==> src/rtl/id_npc_ctrl.sv <==
// ID-stage branch/jump resolver: holds the IF/ID register, computes the fetch redirect and hazard stall.
// Optional macro ID_FLUSH_ON_TAKEN_EN squashes the delay-slot fetch on a taken redirect.
module id_npc_ctrl #(
  parameter logic [31:0] RESET_PC4 = 32'h00003004,
  parameter int          CNT_W     = 16
) (
  input  logic             clk,
  input  logic             reset,
  input  logic [31:0]      IR_F,
  input  logic [31:0]      PC4_F,
  input  logic [31:0]      RS_data,
  input  logic [31:0]      RT_data,
  input  logic             RegWrite_E,
  input  logic             MemToReg_E,
  input  logic [4:0]       WriteReg_E,
  input  logic             MemToReg_M,
  input  logic [4:0]       WriteReg_M,
  output logic [31:0]      IR_D,
  output logic [31:0]      PC4_D,
  output logic [31:0]      Npc,
  output logic             PCSrc,
  output logic             Stall,
  output logic [CNT_W-1:0] stall_cnt,
  output logic [CNT_W-1:0] taken_cnt
);

  localparam logic [5:0] OP_RTYPE = 6'b000000;
  localparam logic [5:0] OP_J     = 6'b000010;
  localparam logic [5:0] OP_JAL   = 6'b000011;
  localparam logic [5:0] OP_BEQ   = 6'b000100;
  localparam logic [5:0] OP_BNE   = 6'b000101;
  localparam logic [5:0] OP_LUI   = 6'b001111;
  localparam logic [5:0] OP_SW    = 6'b101011;
  localparam logic [5:0] FN_JR    = 6'b001000;
  localparam logic [CNT_W-1:0] CNT_ONE = {{(CNT_W-1){1'b0}}, 1'b1};

  logic [5:0]  op;
  logic [5:0]  funct;
  logic [4:0]  rs;
  logic [4:0]  rt;
  logic        is_beq;
  logic        is_bne;
  logic        is_jmp;
  logic        is_jr;
  logic        is_cond;
  logic        is_br;
  logic        rs_used;
  logic        rt_used;
  logic        hz_load_use;
  logic        hz_br_e;
  logic        hz_br_m;
  logic        taken;
  logic [31:0] br_off;

  assign op    = IR_D[31:26];
  assign rs    = IR_D[25:21];
  assign rt    = IR_D[20:16];
  assign funct = IR_D[5:0];

  assign is_beq  = (op == OP_BEQ);
  assign is_bne  = (op == OP_BNE);
  assign is_jmp  = (op == OP_J) || (op == OP_JAL);
  assign is_jr   = (op == OP_RTYPE) && (funct == FN_JR);
  assign is_cond = is_beq || is_bne;
  assign is_br   = is_cond || is_jr;

  assign rs_used = !is_jmp && (op != OP_LUI);
  assign rt_used = (op == OP_RTYPE) || (op == OP_SW) || is_cond;

  // Destination register 0 is hardwired, so it never creates a dependency.
  assign hz_load_use = MemToReg_E && (WriteReg_E != 5'd0) &&
                       ((rs_used && (WriteReg_E == rs)) || (rt_used && (WriteReg_E == rt)));
  assign hz_br_e     = is_br && RegWrite_E && (WriteReg_E != 5'd0) &&
                       ((WriteReg_E == rs) || (is_cond && (WriteReg_E == rt)));
  assign hz_br_m     = is_br && MemToReg_M && (WriteReg_M != 5'd0) &&
                       ((WriteReg_M == rs) || (is_cond && (WriteReg_M == rt)));

  assign Stall = hz_load_use || hz_br_e || hz_br_m;

  assign br_off = {{14{IR_D[15]}}, IR_D[15:0], 2'b00};

  always_comb begin
    Npc   = 32'd0;
    taken = 1'b0;
    if (is_cond) begin
      Npc   = PC4_D + br_off;
      taken = is_beq ? (RS_data == RT_data) : (RS_data != RT_data);
    end else if (is_jmp) begin
      Npc   = {PC4_D[31:28], IR_D[25:0], 2'b00};
      taken = 1'b1;
    end else if (is_jr) begin
      Npc   = RS_data;
      taken = 1'b1;
    end
  end

  // A stalled branch must not redirect: its operands may still be stale.
  assign PCSrc = taken && !Stall;

  always_ff @(posedge clk or negedge reset) begin
    if (!reset) begin
      IR_D  <= 32'd0;
      PC4_D <= RESET_PC4;
    end else if (!Stall) begin
`ifdef ID_FLUSH_ON_TAKEN_EN
      IR_D  <= PCSrc ? 32'd0 : IR_F;
`else
      IR_D  <= IR_F;
`endif
      PC4_D <= PC4_F;
    end
  end

  always_ff @(posedge clk or negedge reset) begin
    if (!reset) begin
      stall_cnt <= '0;
      taken_cnt <= '0;
    end else begin
      if (Stall) stall_cnt <= stall_cnt + CNT_ONE;
      if (PCSrc) taken_cnt <= taken_cnt + CNT_ONE;
    end
  end

endmodule

==> config.mk <==
export PLATFORM = sky130hd
export DESIGN_NAME = id_npc_ctrl
export DESIGN_NICKNAME = d
export VERILOG_FILES = /design/src/rtl/id_npc_ctrl.sv
export SDC_FILE = /design/constraint.sdc
export NUM_CORES = 1
export LEC_CHECK = 0
export CORE_MARGIN = 2
export CORE_UTILIZATION = 55
export CTS_CLUSTER_SIZE = 40
export DETAILED_ROUTE_END_ITERATION = 8
export DONT_BUFFER_PORTS = 1
export HOLD_SLACK_MARGIN = 0.08
export PLACE_DENSITY = 0.69
export SLEW_MARGIN = 20
export SYNTH_ARGS = -nofsm -noshare
export SYNTH_HDL_FRONTEND = slang
export SYNTH_SLANG_ARGS = --single-unit
==> constraint.sdc <==
create_clock -name clk -period 3.7 [get_ports clk]
set_input_delay 0.74 -clock clk [delete_from_list [all_inputs] [get_ports clk]]
set_output_delay 0.74 -clock clk [all_outputs]
set_load 0.005 [all_outputs]
==> impl_metrics.csv <==
group,metric,value,unit
final_layout,fin_cells,827,
pwr,p_clk_frac,0.309,
floorplanning,num_rows,40,
floorplanning,io_pins,273,
pwr,power.leakage,0.00313,uW
yosys,synth_cell_types,59,
clock_network,clk_path_buf_depth,2,
yosys,synth_edf_count,0,
pwr,p_comb_frac,0.246,
timing,max-slew-margin-rel,0.628,
yosys,syn_inst,657,
clock_network,h-tree-depth,3,
pwr,powerDensity,379,mW/mm^2
timing,fin_skew,0.00778,ns
drt,vias_per_cell,6.65,
run,max-cap-violations,0,
yosys,synth_flop_cell,"dfrtp_1",
yosys,synth.yosys.seq_area_share,0.363,
placed_design,port_buffers,0,
drt,drc,0,
final_layout,insertedDiodeCount,0,
setup_path,critPathCaptureType,"output port",
grt,track_usage,0.311,
timing,hold_viol,0,
status,violations,"negative setup slack",
timing,fmax,258,MHz
clock_network,clk_pin_slew,0.07,ns
final_layout,syn2layout_area_growth,12.2,%
hold_path,hold_class,"primary input to async pin",
setup_path,crit_fanout,3,
timing,setup_viol,8,
pwr,p_int,1900,uW
grt,grt_pass1_vias,5555,
placed_design,placedCellCount,804,
pwr,netSwitchingFraction,0.324,
drt,routed_wl,20500,microns
floorplanning,start_util,0.557,
clock_network,cts_tree,"built",
pwr,p_sw,912,uW
setup_path,crit_family,"compound AO/OA/AOI/OAI gates",
timing,timing.final.crit_share,1.05,
setup_path,crit_required,2.96,ns
clock_network,cts_made_buffers,9,
clock_network,clock_sinks,96,
status,status,"finished, violations left",
timing,tightestPinTransition,0.551,ns
yosys,syn_nets,832,
floorplanning,die_y,114,microns
setup_path,crit_chain,"ha_2, fa_2, a211oi_2, o211ai_1, a221oi_2, o221ai_1, a21o_1, a31oi_2, xor2_1, o21ai_1, buf_4",
final_layout,drive_above_1_share,0.232,
final_layout,final_nets,850,
final_layout,n_fill_cell,995,
yosys,yosys_warnings,0,
timing,fin_ws,-0.171,ns
drt,drt_iter0_markers,319,
yosys,synth-seq-cells,96,
placed_design,dp_hpwl,15700,microns
grt,gr-total-overflow,0,
drt,first_pass_iters,5,
grt,grt_pass1_wl,30700,microns
pwr,ir_worst_vdd,0.262,mV
setup_path,cp_num_buf_inv,1,
clock_network,clockRootBuffer,"clkbuf_16",
grt,grt_max_degree,93,
grt,grt_antenna_before_repair,0,
yosys,netlist_area,0.00663,sq mm
setup_path,critical_path_class,"flop to output port",
setup_path,slowest_delay,0.38,ns
yosys,syn_area_per_cell,10.1,sq um
timing,rsz0062_at_grt,"yes",
yosys,async_flop_share,1.00,
placed_design,gp_congestion,0.956,
drt,ant_nets,0,
floorplanning,core-area,0.0119,sq mm
drt,vias,5502,
setup_path,crit_path_top_delay_cell,"dfrtp_1",
drt,wire_per_inst,24.8,microns
setup_path,worstSetupStartpointType,"flop",
timing,fin_crit,3.87,ns
floorplanning,fp.dieW,114,microns
placed_design,place_ws,-0.127,ns
pwr,p_seq_frac,0.444,
setup_path,worstPathArrival,3.13,ns
timing,drv_slew,0,
clock_network,clkLatencyLatePin,0.36,ns
floorplanning,die-area,0.0129,sq mm
[cells in the mapped netlist (8+ instances only)]
| cell type | instances | area [sq um] |
|---|---|---|
| dfrtp_1 | 93 | 2330 |
| mux2_2 | 66 | 743 |
| xor2_1 | 66 | 578 |
| o21ai_0 | 44 | 220 |
| xnor2_1 | 42 | 368 |
| nand2_1 | 33 | 124 |
| ha_1 | 31 | 388 |
| a21oi_1 | 27 | 135 |
| nor2_1 | 26 | 97.6 |
| a22oi_1 | 24 | 180 |
| a21o_1 | 18 | 135 |
| nand4_1 | 18 | 113 |
| clkbuf_1 | 17 | 63.8 |
| nor3_1 | 16 | 80.1 |
| nor4_1 | 14 | 87.6 |
| and3_1 | 13 | 81.3 |
| nand3_1 | 12 | 60.1 |
| a211oi_1 | 8 | 60.1 |
| buf_2 | 8 | 40.0 |
| inv_1 | 8 | 30.0 |
[registers in the layout, indices dropped and copies added (netlist names)]
register,count
IR_D,32
PC4_D,32
taken_cnt,16
stall_cnt,16
[cell type report]
cell class	count	area (sq um)	area share
clock buffer	10	229	0.0308
clock inverter	6	43.8	0.00589
inverter	8	30.0	0.00404
multi-input combinational	525	4230	0.568
sequential	96	2410	0.323
tap	147	184	0.0247
timing repair buffer	35	323	0.0434
[per-layer routing]
metal | wire [microns] | GRT usage | up-vias
met1 | 7640 | 0.362 | 2680
met4 | 770 | 0.131 | 0
met3 | 1960 | 0.104 | 48
li1 | - | - | 2483
met5 | 0 | 0 | -
met2 | 10100 | 0.526 | 291
[power groups by stage]
stage / registers, uW / clock network, uW / logic (uW)
2_1_floorplan: 1230 / 0 / 457
3_5_place_dp: 1270 / 0 / 604
5_1_grt: 1270 / 923 / 754
4_1_cts: 1250 / 882 / 660
6_report: 1250 / 872 / 693
3_3_place_gp: 1270 / 0 / 588
[placed cells by master (no fill, tap or decap), types with 5 or more instances in the layout]
cell,count
a21o_1,18
inv_1,8
nor3_1,16
xnor2_1,42
nand2_1,33
dfrtp_1,93
a22oi_1,24
nand3_1,11
and3_1,13
a21oi_1,24
nor4_1,14
o21ai_0,33
ha_1,23
clkbuf_16,9
o21ai_1,9
ha_2,5
mux2_2,66
nor2_1,25
buf_4,30
nand4_1,18
xor2_1,66
[what timing repair did]
item,CTS,global route
setup endpoints to repair,13,12
endpoints found under the hold margin,92,0
setup buffers,3,2
gates resized for setup,25,20
pin swaps,13,9
hold buffers,2,0
[through the flow]
| stage | setup TNS, ns | hold WS, ns | util | cell area [sq um] | total power, uW |
|---|---|---|---|---|---|
| floorplan | 0 | 0.444 | - | 6630 | 1690 |
| global placement | -0.225 | 0.447 | 0.581 | 6920 | 1850 |
| detailed placement | -0.258 | 0.448 | 0.581 | 6920 | 1870 |
| CTS | -0.439 | 0.218 | 0.616 | 7340 | 2790 |
| global route | -1.67 | 0.210 | 0.625 | 7440 | 2940 |
| finish | -0.746 | 0.227 | 0.625 | 7440 | 2820 |
[worst paths after layout]
path / start / endpoint / slack, ns / cells after the start
worst max-delay path: IR_D[0] / Npc[28] / -0.17 / 11
worst min-delay path: reset / PC4_D[2] / 0.23 / 0
worst max register to register: IR_D[27] / stall_cnt[6] / 0.77 / 7
worst min register to register: stall_cnt[15] / stall_cnt[15] / 0.51 / 1
max in group asynchronous: reset / IR_D[10] / 2.90 / 1
min in group clk: stall_cnt[15] / stall_cnt[15] / 0.51 / 1
[kinds of logic (layout without fill, tap and decap cells)]
family,after synthesis,in the layout,synth area share
flops,96,96,0.363
simple gates,157,157,0.133
fa+ha+maj,32,32,0.0615
xor+xnor,108,108,0.143
compound gates,161,161,0.162
buf+inv,36,59,0.0242
mux,67,67,0.114
(Power assumes the default switching activity.)
